## src/rtl/acia_pkg.sv

```systemverilog
// rtl/acia_pkg.sv - shared constants and state encodings for the ACIA transmit path
package acia_pkg;

    localparam int ACIA_BYTE_W = 8;

    typedef enum logic [0:0] {
        TXS_IDLE = 1'b0,
        TXS_ACK  = 1'b1
    } txs_state_t;

endpackage

```

## src/rtl/acia_tx_fifo.sv

```systemverilog
// rtl/acia_tx_fifo.sv - small synchronous byte FIFO with flush
module acia_tx_fifo #(
    parameter int DEPTH = 4,
    parameter int W     = 8
) (
    input  logic                   clk,
    input  logic                   reset,
    input  logic                   push,
    input  logic                   pop,
    input  logic                   flush,
    input  logic [W-1:0]           din,
    output logic [W-1:0]           head,
    output logic [$clog2(DEPTH):0] count,
    output logic                   full,
    output logic                   empty
);

    localparam int AW = $clog2(DEPTH);

    logic [W-1:0]  mem [DEPTH];
    logic [AW-1:0] wr_ptr;
    logic [AW-1:0] rd_ptr;

    // Pointers wrap naturally because DEPTH is a power of two; flush empties in one cycle
    always_ff @(posedge clk) begin
        if (reset || flush) begin
            wr_ptr <= '0;
            rd_ptr <= '0;
            count  <= '0;
        end else begin
            if (push) wr_ptr <= wr_ptr + 1'b1;
            if (pop)  rd_ptr <= rd_ptr + 1'b1;
            if (push && !pop)
                count <= count + 1'b1;
            else if (pop && !push)
                count <= count - 1'b1;
        end
    end

    // Storage array carries no reset; only entries below count are ever read
    always_ff @(posedge clk) begin
        if (push) mem[wr_ptr] <= din;
    end

    assign head  = mem[rd_ptr];
    assign full  = (int'(count) == DEPTH);
    assign empty = (count == '0);

endmodule

```

## src/rtl/acia_tx_sched.sv

```systemverilog
// rtl/acia_tx_sched.sv - round-robin byte scheduler feeding the ACIA transmitter
module acia_tx_sched
    import acia_pkg::*;
#(
    parameter int N_REQ       = 2,
    parameter int FIFO_DEPTH  = 4,
    parameter int ACK_TIMEOUT = 8
) (
    input  logic                         PHI2,
    input  logic                         RESET,
    input  logic [N_REQ-1:0]             REQ_VALID,
    input  logic [ACIA_BYTE_W*N_REQ-1:0] REQ_DATA,
    output logic [N_REQ-1:0]             REQ_READY,
    input  logic                         FLUSH,
    input  logic                         TXFULL,
    output logic [ACIA_BYTE_W-1:0]       TXDATA,
    output logic                         TXLATCH,
    output logic [$clog2(FIFO_DEPTH):0]  FIFO_COUNT,
    output logic                         BUSY,
    output logic                         ERR_TIMEOUT,
    input  logic                         ERR_CLR
);

    localparam int PW = (N_REQ > 1) ? $clog2(N_REQ) : 1;
    localparam int TW = $clog2(ACK_TIMEOUT + 1);

    logic [PW-1:0]          rr_ptr;
    logic [PW-1:0]          grant_idx;
    logic                   grant_any;
    logic [ACIA_BYTE_W-1:0] push_data;

    logic                   fifo_pop;
    logic [ACIA_BYTE_W-1:0] fifo_head;
    logic                   fifo_full;
    logic                   fifo_empty;

    txs_state_t             state;
    txs_state_t             state_n;
    logic [TW-1:0]          tmo_cnt;
    logic [TW-1:0]          tmo_cnt_n;
    logic [ACIA_BYTE_W-1:0] txdata_n;
    logic                   txlatch_n;
    logic                   err_set;

    // Requester index `base + k` folded back into 0..N_REQ-1
    function automatic logic [PW-1:0] rr_idx(input logic [PW-1:0] base, input int k);
        int s;
        s = int'(base) + k;
        if (s >= N_REQ) s = s - N_REQ;
        return PW'(s);
    endfunction

    // Round-robin search from rr_ptr; no grant while full, flushing or in reset
    always_comb begin
        REQ_READY = '0;
        grant_idx = '0;
        grant_any = 1'b0;
        if (!fifo_full && !FLUSH && !RESET) begin
            for (int k = 0; k < N_REQ; k++) begin
                if (!grant_any && REQ_VALID[rr_idx(rr_ptr, k)]) begin
                    grant_any = 1'b1;
                    grant_idx = rr_idx(rr_ptr, k);
                end
            end
            if (grant_any) REQ_READY[grant_idx] = 1'b1;
        end
    end

    assign push_data = REQ_DATA[int'(grant_idx)*ACIA_BYTE_W +: ACIA_BYTE_W];

    // Priority rotates to the requester after the one just served
    always_ff @(posedge PHI2) begin
        if (RESET)
            rr_ptr <= '0;
        else if (grant_any)
            rr_ptr <= rr_idx(grant_idx, 1);
    end

    acia_tx_fifo #(
        .DEPTH (FIFO_DEPTH),
        .W     (ACIA_BYTE_W)
    ) u_fifo (
        .clk   (PHI2),
        .reset (RESET),
        .push  (grant_any),
        .pop   (fifo_pop),
        .flush (FLUSH),
        .din   (push_data),
        .head  (fifo_head),
        .count (FIFO_COUNT),
        .full  (fifo_full),
        .empty (fifo_empty)
    );

    // Launch a byte when the transmitter is free, then wait for it to show TXFULL
    always_comb begin
        state_n   = state;
        txdata_n  = TXDATA;
        txlatch_n = 1'b0;
        tmo_cnt_n = tmo_cnt;
        fifo_pop  = 1'b0;
        err_set   = 1'b0;
        case (state)
            TXS_IDLE: begin
                if (!fifo_empty && !TXFULL && !FLUSH) begin
                    txdata_n  = fifo_head;
                    txlatch_n = 1'b1;
                    fifo_pop  = 1'b1;
                    state_n   = TXS_ACK;
                end
            end
            TXS_ACK: begin
                if (TXFULL) begin
                    state_n   = TXS_IDLE;
                    tmo_cnt_n = '0;
                end else if (tmo_cnt == TW'(ACK_TIMEOUT - 1)) begin
                    err_set   = 1'b1;
                    state_n   = TXS_IDLE;
                    tmo_cnt_n = '0;
                end else begin
                    tmo_cnt_n = tmo_cnt + 1'b1;
                end
            end
            default: state_n = TXS_IDLE;
        endcase
    end

    // FSM state and registered transmitter interface
    always_ff @(posedge PHI2) begin
        if (RESET) begin
            state   <= TXS_IDLE;
            TXDATA  <= '0;
            TXLATCH <= 1'b0;
            tmo_cnt <= '0;
        end else begin
            state   <= state_n;
            TXDATA  <= txdata_n;
            TXLATCH <= txlatch_n;
            tmo_cnt <= tmo_cnt_n;
        end
    end

    // Sticky timeout flag; a new timeout wins over a simultaneous clear
    always_ff @(posedge PHI2) begin
        if (RESET)
            ERR_TIMEOUT <= 1'b0;
        else if (err_set)
            ERR_TIMEOUT <= 1'b1;
        else if (ERR_CLR)
            ERR_TIMEOUT <= 1'b0;
    end

    assign BUSY = !fifo_empty || (state != TXS_IDLE);

endmodule

```

## config.mk

```make
export PLATFORM = sky130hd
export DESIGN_NAME = acia_tx_sched
export DESIGN_NICKNAME = d
export VERILOG_FILES = /design/src/rtl/acia_pkg.sv /design/src/rtl/acia_tx_fifo.sv /design/src/rtl/acia_tx_sched.sv
export SDC_FILE = /design/constraint.sdc
export NUM_CORES = 1
export LEC_CHECK = 0
export BUFFER_PORTS_ARGS = -buffer_cell sky130_fd_sc_hd__buf_2
export CORE_MARGIN = 3
export CORE_UTILIZATION = 45
export CTS_BUF_LIST = sky130_fd_sc_hd__clkbuf_4
export CTS_CLUSTER_SIZE = 16
export DETAILED_ROUTE_END_ITERATION = 8
export GPL_ROUTABILITY_DRIVEN = 0
export PLACE_DENSITY = 0.66
export SLEW_MARGIN = 10
export SYNTH_ARGS = -nofsm -noshare
export SYNTH_HDL_FRONTEND = slang
export SYNTH_SLANG_ARGS = --single-unit
```

## constraint.sdc

```tcl
create_clock -name PHI2 -period 2.6 [get_ports PHI2]
set_input_delay 0.13 -clock PHI2 [delete_from_list [all_inputs] [get_ports PHI2]]
set_output_delay 0.13 -clock PHI2 [all_outputs]
set_load 0.01 [all_outputs]
```

==> summary.txt, run 1 <==
Outcome - completed
Vias in the first global route - 1429
Final period util - 84.8%
Core Rows - 25
CTS Sinks - 55
Rel. slew slack - 60.5%
Post-synthesis adder-cell area fraction - 4.01%
CP Data Required Time - 2.90 ns
IO Pins - 39
Cts bufs inserted - 5
Final hold vios - 0
Sequential element share of the synthesized area - 59.9%
Crit end category - flop
Core area - 4910 um2
P_int - 1.15 mW
Unrepaired setup endpoints after global routing - no
Largest area contributor in the netlist - edfxtp_1
Final antenna-violating net count - 0
GR Overflow Total - 0
Cell mode on critical path - or3_1
Async S/R FF share, synth - 0%
Simple-gate share of the synthesized area - 11.6%
Number of max-slew violations in the final report - 0
Clock latency on the worst-skew pair - 0.36 ns
Post-cts resize count - 0
Worst setup SP type - flop
Max_cap viols - 0
Hold Crit Class - in2reg
Final setup fails - 0
Cells after Synth - 178
Drt first pass iters - 4
Main flop type after synthesis - edfxtp_1
Crit-path cells - or3_1 > nand2_1 > ha_1 > inv_1 > fa_1 > xor2_1 > or3_1 > a21oi_1
Number of buffers added on ports - 38
Ant. Diodes - 0
Number of synthesized register bits - 55
CTS tree - built
Post-Route WL - 4170 um
PnR worst setup slack - 0.395 ns
Layout cells sized above 1 - 31.1%
TNS Setup - 0 ns
Non-Filler Instances - 289
Yosys cell types - 38
Worst vdd ir - 0.400 mV
Vias/cell - 5.17
Post-DP Area - 2630 um2
Comb pwr share - 9.6%
Top-area cell type share of the netlist area - 40.5%
Setup WS pre-CTS - 0.371 ns
DP HPWL - 2930 um
Total GRT Usage - 14.3%
Switching share of power - 22.3%
Compound-Gate Fraction of Synth Area - 7.96%
Hold Slack - 0.0953 ns
Mux cell area share after synthesis - 12.7%
Post-CTS Setup Bufs - 0
Vias - 1494
Design Area, Final - 2710 um2
Lkg Pwr - 1.01 nW
Warnings, synthesis - 0
Post-Synth XOR/XNOR Area - 0.738%
Delay-heaviest family, CP - simple AND/OR/NAND/NOR gates
Critical path fanouts, max - 7
Clock root cell - clkbuf_4
EDFF count, synth - 32
Layout Skew - 0.00581 ns
Placed Cells incl. Taps - 279
CP max stage delay - 0.42 ns
Nets - 251
Slowest-stage cell, CP - or3_1
Worst-margin pin slew - 0.592 ns
Final min period - 2.21 ns
Final Util - 55.1%
Tot Pwr - 1.48 mW
Initial cell density of the core - 48.3%
Hold-fix buffers, CTS - 0
H-tree depth - 2
Mapped Area - 2370 um2
Clock Power Share - 25.8%
Largest net degree at the start of global routing - 19
DIE HEIGHT - 78.6 um
Die footprint - 6180 um2
1st-iter DRT viols - 76
Fmax - 0.454 GHz
Crit Path Class - reg2reg
Pwr dens - 545 nW/um2
Wire per inst - 14.4 um
WP buf/inv - 1
Sequential power share - 64.7%
Synthesized area per cell - 13.3 um2
Drt drc - 0
Data arrival, critical path - 2.51 ns
Ranking of synthesized cells by area - edfxtp_1 41%, dfxtp_1 19%, mux4_2 7.6%
First-pass GRT wire length - 6890 um
Clk pin slew, worst setup/hold paths - 0.14 ns
Die width - 78.6 um
Max Buffers Root-to-Sink - 2
Psw - 0.329 mW
Syn-to-layout area delta - 14.1%
Largest family of logic cells by synthesized area - multiplexers
Antenna violations before repair - 0
Syn nets - 208
## tightest hold or removal path, delay by kind of cell
kind | cells | cell delay (ns)
buffers and inverters | 1 | 0.11
AO/OA/AOI/OAI | 2 | 0.18
## Yosys cell counts (all sizes together) (4+ instances only)
library cell,number
a21oi,16
and2,4
clkbuf,5
dfxtp,23
edfxtp,32
ha,6
inv,7
mux2,8
mux4,8
nand2,6
nand3,10
nor2,7
nor3,4
o21ai,11
## power groups by stage
| stage | Sequential [mW] | Combinational [mW] | Clock [mW] |
|---|---|---|---|
| finish | 0.954 | 0.141 | 0.380 |
| global route | 0.958 | 0.159 | 0.439 |
| CTS | 0.955 | 0.141 | 0.395 |
| detailed placement | 0.974 | 0.140 | 0 |
| global placement | 0.973 | 0.138 | 0 |
| floorplan | 0.973 | 0.0877 | 0 |
## layout by cell type (no fill, tap or decap), types with 2 or more instances in the layout
| cell | synthesis | final |
|---|---|---|
| a21oi_1 | 16 | 16 |
| a31oi_1 | 2 | 2 |
| and2_1 | 4 | 4 |
| buf_2 | 0 | 38 |
| buf_4 | 1 | 4 |
| clkbuf_4 | 0 | 8 |
| dfxtp_1 | 23 | 23 |
| dlygate4sd3_1 | 0 | 2 |
| edfxtp_1 | 32 | 32 |
| ha_1 | 6 | 6 |
| inv_1 | 7 | 7 |
| mux2_2 | 8 | 8 |
| mux2i_1 | 3 | 3 |
| mux4_2 | 8 | 8 |
| nand2_1 | 6 | 6 |
| nand2b_1 | 2 | 2 |
| nand3_1 | 10 | 10 |
| nand3b_1 | 2 | 2 |
| nor2_1 | 7 | 7 |
| nor3_1 | 2 | 2 |
| o21ai_0 | 11 | 11 |
| or3_1 | 3 | 3 |
| xor2_1 | 2 | 2 |
## kinds of logic after synthesis
kind of cell	Yosys count
DFF	55
and+or+nand+nor	46
muxes	19
adders and majority gates	7
xor gates and xnor gates	2
AOI/OAI and AO/OA	34
buffers and inverters	15
## final timing paths
kind | from | end | slack, ns | cells past startpoint
worst max register to register | u_fifo.count[0] | u_fifo.count[2] | 0.39 | 8
worst max-delay path | u_fifo.count[0] | u_fifo.count[2] | 0.39 | 8
worst min-delay path | REQ_VALID[0] | rr_ptr | 0.1 | 3
worst min register to register | rr_ptr | rr_ptr | 0.49 | 1
## layer usage
layer  track usage (%)  part of all wire [%]  vias up
met1              19.4                    48      705
met4              3.15                  0.34        0
met2              22.9                    47       35
li1                  -                     -      752
met5                 0                     0        -
met3              4.13                   4.3        2
## area by class of cell
class / count / area [um2]
fill: 421 / 2200
sequential: 55 / 1420
multi-input combinational: 108 / 876
timing repair buffer: 44 / 240
tap: 67 / 83.8
clock buffer: 8 / 60.1
inverter: 7 / 26.3
## sequential cells by signal, indices dropped and copies added (netlist names)
register / flops
state: 1
TXLATCH: 1
ERR_TIMEOUT: 1
u_fifo.wr_ptr: 2
u_fifo.mem: 32
tmo_cnt: 4
u_fifo.count: 3
TXDATA: 8
u_fifo.rd_ptr: 2
rr_ptr: 1
(Power assumes the default switching activity.)
==> run 2, diff against run 1 <==
==> constraint.sdc (replaced) <==
create_clock -name PHI2 -period 2.1 [get_ports PHI2]
set_input_delay 0.105 -clock PHI2 [delete_from_list [all_inputs] [get_ports PHI2]]
set_output_delay 0.105 -clock PHI2 [all_outputs]
set_load 0.01 [all_outputs]
==> summary.txt, run 2 (synthesis gave the netlist of run 1 again) <==
CTS Sinks - 55
M3 GR Usage - 4.36%
Drt drc - 0
Crit-path cells - or3_4 > nand2_4 > ha_4 > inv_1 > fa_2 > xor2_1 > or3_1 > a21oi_1
Number of buffers added on ports - 38
Psw - 0.435 mW
DP HPWL - 3420 um
Final hold vios - 0
Data arrival, critical path - 2.39 ns
H-tree depth - 2
Most Crowded Layer GR - met2
TNS Setup - 0 ns
CP Data Required Time - 2.42 ns
Lkg Pwr - 1.06 nW
Worst-margin pin slew - 0.473 ns
Most flops, register - u_fifo.mem
Antenna violations before repair - 0
DIE HEIGHT - 78.6 um
Rel. slew slack - 68.5%
Vias - 1589
Ant. Diodes - 0
Pwr dens - 656 nW/um2
Final min period - 2.08 ns
Clk pin slew, worst setup/hold paths - 0.16 ns
PnR worst setup slack - 0.0249 ns
CP max stage delay - 0.41 ns
Max_cap viols - 0
Fmax - 0.482 GHz
Clock latency on the worst-skew pair - 0.37 ns
Setup WS pre-CTS - 0.0577 ns
Layout Skew - 0.0184 ns
Number of flip-flops in the largest register - 32
Most common cell after layout, fill and taps aside - buf_2
Comb pwr share - 10.9%
GRT met2 Usage - 28.3%
Final setup fails - 0
Clock root cell - clkbuf_4
Routing usage on met1 - 20.5%
Post-Route WL - 4790 um
Design Area, Final - 2800 um2
Core Rows - 25
Wire per inst - 16.2 um
Core area - 4910 um2
Slowest-stage cell, CP - or3_4
Unrepaired setup endpoints after global routing - yes
Vias in the first global route - 1630
Biggest regs - u_fifo.mem: 32 flops, TXDATA: 8 flops, tmo_cnt: 4 flops
Die width - 78.6 um
CTS tree - built
Worst vdd ir - 0.404 mV
Cts bufs inserted - 5
1st-iter DRT viols - 104
Layout cells sized above 1 - 35.8%
WP buf/inv - 1
Total GRT Usage - 16.6%
Syn-to-layout area delta - 17.9%
Crit Path Class - reg2reg
Hold Crit Class - in2reg
First-pass GRT wire length - 7900 um
Switching share of power - 23.7%
Commonest non-fill, non-tap cells in the layout - 38 x buf_2, 32 x edfxtp_1, 21 x dfxtp_1
Vias/cell - 5.37
Tot Pwr - 1.84 mW
Critical path fanouts, max - 6
Max Buffers Root-to-Sink - 2
IO Pins - 39
Delay-heaviest family, CP - simple AND/OR/NAND/NOR gates
Largest net degree at the start of global routing - 18
Initial cell density of the core - 48.3%
Worst setup SP type - flop
Nets - 258
Outcome - completed
Final period util - 98.8%
GR Overflow Total - 0
Final antenna-violating net count - 0
Post-DP Area - 2690 um2
Clock Power Share - 24.9%
Die footprint - 6180 um2
Sequential power share - 64.2%
Number of max-slew violations in the final report - 0
Crit end category - flop
P_int - 1.40 mW
Drt first pass iters - 4
[run 2: worst paths after layout]
check                           slack [ns]  depth (start not counted)            start               to
worst max-delay path                  0.02                          8  u_fifo.count[1]  u_fifo.count[2]
worst min-delay path                  0.05                          3     REQ_VALID[0]           rr_ptr
worst max register to register        0.02                          8  u_fifo.count[1]  u_fifo.count[2]
worst min register to register        0.48                          2      ERR_TIMEOUT      ERR_TIMEOUT
[run 2: per-stage QoR]
stage	util, %	hold slack [ns]	instances
finish	57.0	0.0503	296
global route	57.0	0.0546	296
CTS	56.3	0.0332	293
detailed placement	54.7	0.379	283
global placement	54.7	0.364	283
floorplan	-	0.217	178
[run 2: power groups by stage]
stage,clock (mW),combinational (mW),sequential (mW)
5_1_grt,0.527,0.222,1.18
2_1_floorplan,0,0.118,1.20
3_5_place_dp,0,0.191,1.20
3_3_place_gp,0,0.181,1.20
6_report,0.458,0.200,1.18
4_1_cts,0.479,0.195,1.18
[run 2: layout make-up]
class | instances | area [um2]
clock inverter | 2 | 12.5
timing repair buffer | 51 | 293
fill | 405 | 2110
clock buffer | 6 | 45.0
inverter | 7 | 26.3
tap | 67 | 83.8
multi-input combinational | 108 | 908
sequential | 55 | 1430
[run 2: timing repair]
| item | 4_1_cts | 5_1_grt |
|---|---|---|
| endpoints found under the hold margin | 2 | 0 |
| setup buffers | 0 | 3 |
| resized for setup | 0 | 3 |
| setup endpoints to repair | 0 | 1 |
| hold buffers | 2 | 0 |
[run 2: worst reg2reg max path: stages (launching register included)]
cell and delay (ns):
dfxtp_4 0.39, or3_4 0.41, nand2_4 0.09, ha_4 0.14, inv_1 0.05, fa_2 0.33, xor2_1 0.16, or3_1 0.32
a21oi_1 0.13
[run 2: per-layer routing]
metal  share of wire (%)  vias up  wire [um]
met1                  42      756       2010
li1                    -      766          -
met3                 6.4        4        307
met2                  51       63       2450
met4                0.65        0         31
met5                   0        -          0
==> run 3, diff against run 2 <==
--- a/config.mk
+++ b/config.mk
@@ -5,6 +5,7 @@
 export SDC_FILE = /design/constraint.sdc
 export NUM_CORES = 1
 export LEC_CHECK = 0
+export ABC_AREA = 1
 export BUFFER_PORTS_ARGS = -buffer_cell sky130_fd_sc_hd__buf_2
 export CORE_MARGIN = 3
 export CORE_UTILIZATION = 45
@@ -12,7 +13,7 @@
 export CTS_CLUSTER_SIZE = 16
 export DETAILED_ROUTE_END_ITERATION = 8
 export GPL_ROUTABILITY_DRIVEN = 0
-export PLACE_DENSITY = 0.66
+export PLACE_DENSITY = 0.65
 export SLEW_MARGIN = 10
 export SYNTH_ARGS = -nofsm -noshare
 export SYNTH_HDL_FRONTEND = slang
==> summary.txt, run 3 <==
Clock latency on the worst-skew pair - 0.38 ns
Setup WS pre-CTS - 0.169 ns
Core area - 5540 um2
Critical path fanouts, max - 4
Syn-to-layout area delta - 14.1%
Hold Path Origin - RESET
Synthesized area per cell - 8.31 um2
Fillers - 544
Crit Path Class - reg2reg
Data arrival, critical path - 2.21 ns
GR Overflow Total - 0
Final hold vios - 0
Total GRT Usage - 15.8%
Sequential cell area - 1420 um2
DP HPWL - 3410 um
Fmax - 0.522 GHz
Commonest cells in the netlist - 104 x nand2_1, 57 x inv_1, 32 x edfxtp_1
EDFF count, synth - 32
Wire per inst - 11.0 um
IO Pins - 39
Layout Skew - 0.00934 ns
Vias - 1947
Ranking of synthesized cells by area - edfxtp_1 37%, dfxtp_1 18%, nand2_1 15%
Initial cell density of the core - 46.9%
Die width - 82.0 um
Post-Route WL - 4790 um
Max Buffers Root-to-Sink - 2
Number of synthesized register bits - 55
Reg2reg start - u_fifo.count[1]
Mapped Area - 2600 um2
First-pass GRT wire length - 7910 um
Worst setup SP type - flop
Number of flip-flops in the largest register - 32
Final min period - 1.92 ns
Largest net degree at the start of global routing - 21
Sequential element share of the synthesized area - 54.7%
Core Rows - 27
Pwr dens - 607 nW/um2
Nets - 392
Lkg Pwr - 1.47 nW
Final setup fails - 0
PnR worst setup slack - 0.183 ns
Cells after Synth - 313
Top-area cell type share of the netlist area - 37.0%
Drt first pass iters - 4
Async S/R FF share, synth - 0%
Worst-margin pin slew - 0.408 ns
Most common cell after layout, fill and taps aside - nand2_1
Die footprint - 6730 um2
Final Util - 53.6%
Multi-input gate area - 886 um2
Worst vdd ir - 0.305 mV
Post-DP Area - 2900 um2
Main flop type after synthesis - edfxtp_1
Met1 WL - 2310 um
Layout cells sized above 1 - 18.2%
Largest area contributor in the netlist - edfxtp_1
Hold Crit Class - in2reg
Antenna violations before repair - 0
Biggest regs - u_fifo.mem: 32 flops, TXDATA: 8 flops, tmo_cnt: 4 flops
Syn nets - 343
Commonest non-fill, non-tap cells in the layout - 104 x nand2_1, 57 x inv_1, 38 x buf_2
Design Area, Final - 2970 um2
Crit path launch - u_fifo.count[1]
Crit end category - flop
Top Metal Used - met4
Yosys cell types - 29
Most flops, register - u_fifo.mem
Warnings, synthesis - 0
Worst-case reg-to-reg path depth - 12
Final period util - 91.3%
Ant. Diodes - 0
Cts bufs inserted - 5
CTS tree - built
Max_cap viols - 0
WL met3 - 237 um
Vias in the first global route - 1700
H-tree depth - 2
Count leader, synth - nand2_1
Unrepaired setup endpoints after global routing - no
DIE HEIGHT - 82.0 um
Number of max-slew violations in the final report - 0
DR WL met2 - 2200 um
CP Data Required Time - 2.39 ns
Outcome - completed
Clock root cell - clkbuf_4
Number of buffers added on ports - 38
Final antenna-violating net count - 0
1st-iter DRT viols - 58
Worst Hold Depth - 2
Drt drc - 0
Clk pin slew, worst setup/hold paths - 0.15 ns
Vias/cell - 4.48
CTS Sinks - 55
TNS Setup - 0 ns
Rel. slew slack - 72.8%
Tot Pwr - 1.80 mW
[run 3: logic make-up (layout without fill, tap and decap cells)]
group	Yosys count	after routing	share of synthesized area, %
adder cells (fa/ha/maj)	7	7	3.66
AND/OR/NAND/NOR	164	164	26.9
XOR/XNOR	1	1	0.337
flip-flops	55	55	54.7
AO/OA/AOI/OAI	16	16	3.18
buffers and inverters	70	120	11.3
[run 3: through the flow]
step / hold WS, ns / cells
global placement: 0.358 / 426
finish: 0.0105 / 435
CTS: 0.00130 / 435
global route: 0.0123 / 435
floorplan: 0.268 / 313
detailed placement: 0.359 / 426
[run 3: final timing paths]
path	to	slack [ns]
max	u_fifo.count[2]	0.18
min	ERR_TIMEOUT	0.01
max reg2reg	u_fifo.count[2]	0.18
min reg2reg	ERR_TIMEOUT	0.47
[run 3: power by group]
group	total, mW	internal [mW]	switching (mW)
Clock	0.450	0.124	0.326
Sequential	1.18	1.17	0.0120
Combinational	0.174	0.0683	0.105
[run 3: cell type report]
type | instances | area share, %
clock buffer | 5 | 1.26
clock inverter | 3 | 0.506
inverter | 63 | 8.14
multi-input combinational | 188 | 29.8
sequential | 55 | 47.9
tap | 72 | 3.04
timing repair buffer | 49 | 9.27
[run 3: timing repair]
action | in CTS | in global routing
resized for setup | 0 | 1
endpoints found under the setup margin | 0 | 1
endpoints found under the hold margin | 1 | 0
hold buffers | 1 | 0
buffers inserted | 0 | 0
[run 3: worst max-delay path, stage by stage, from the launching register on]
cell     delay [ns]
dfxtp_1        0.44
nor2_2         0.07
nand2_1        0.09
nand3_2        0.08
inv_2          0.07
ha_1           0.13
inv_1          0.07
fa_1           0.38
or2_2          0.32
nand3_1        0.07
nand2_1        0.05
inv_1          0.04
nor2_1         0.03
[run 3: per-layer routing]
layer | track usage (%) | vias up
met1 | 20.6 | 840
met2 | 25.3 | 43
met3 | 4.06 | 4
li1 | - | 1060
met4 | 5.48 | 0
met5 | 0 | -
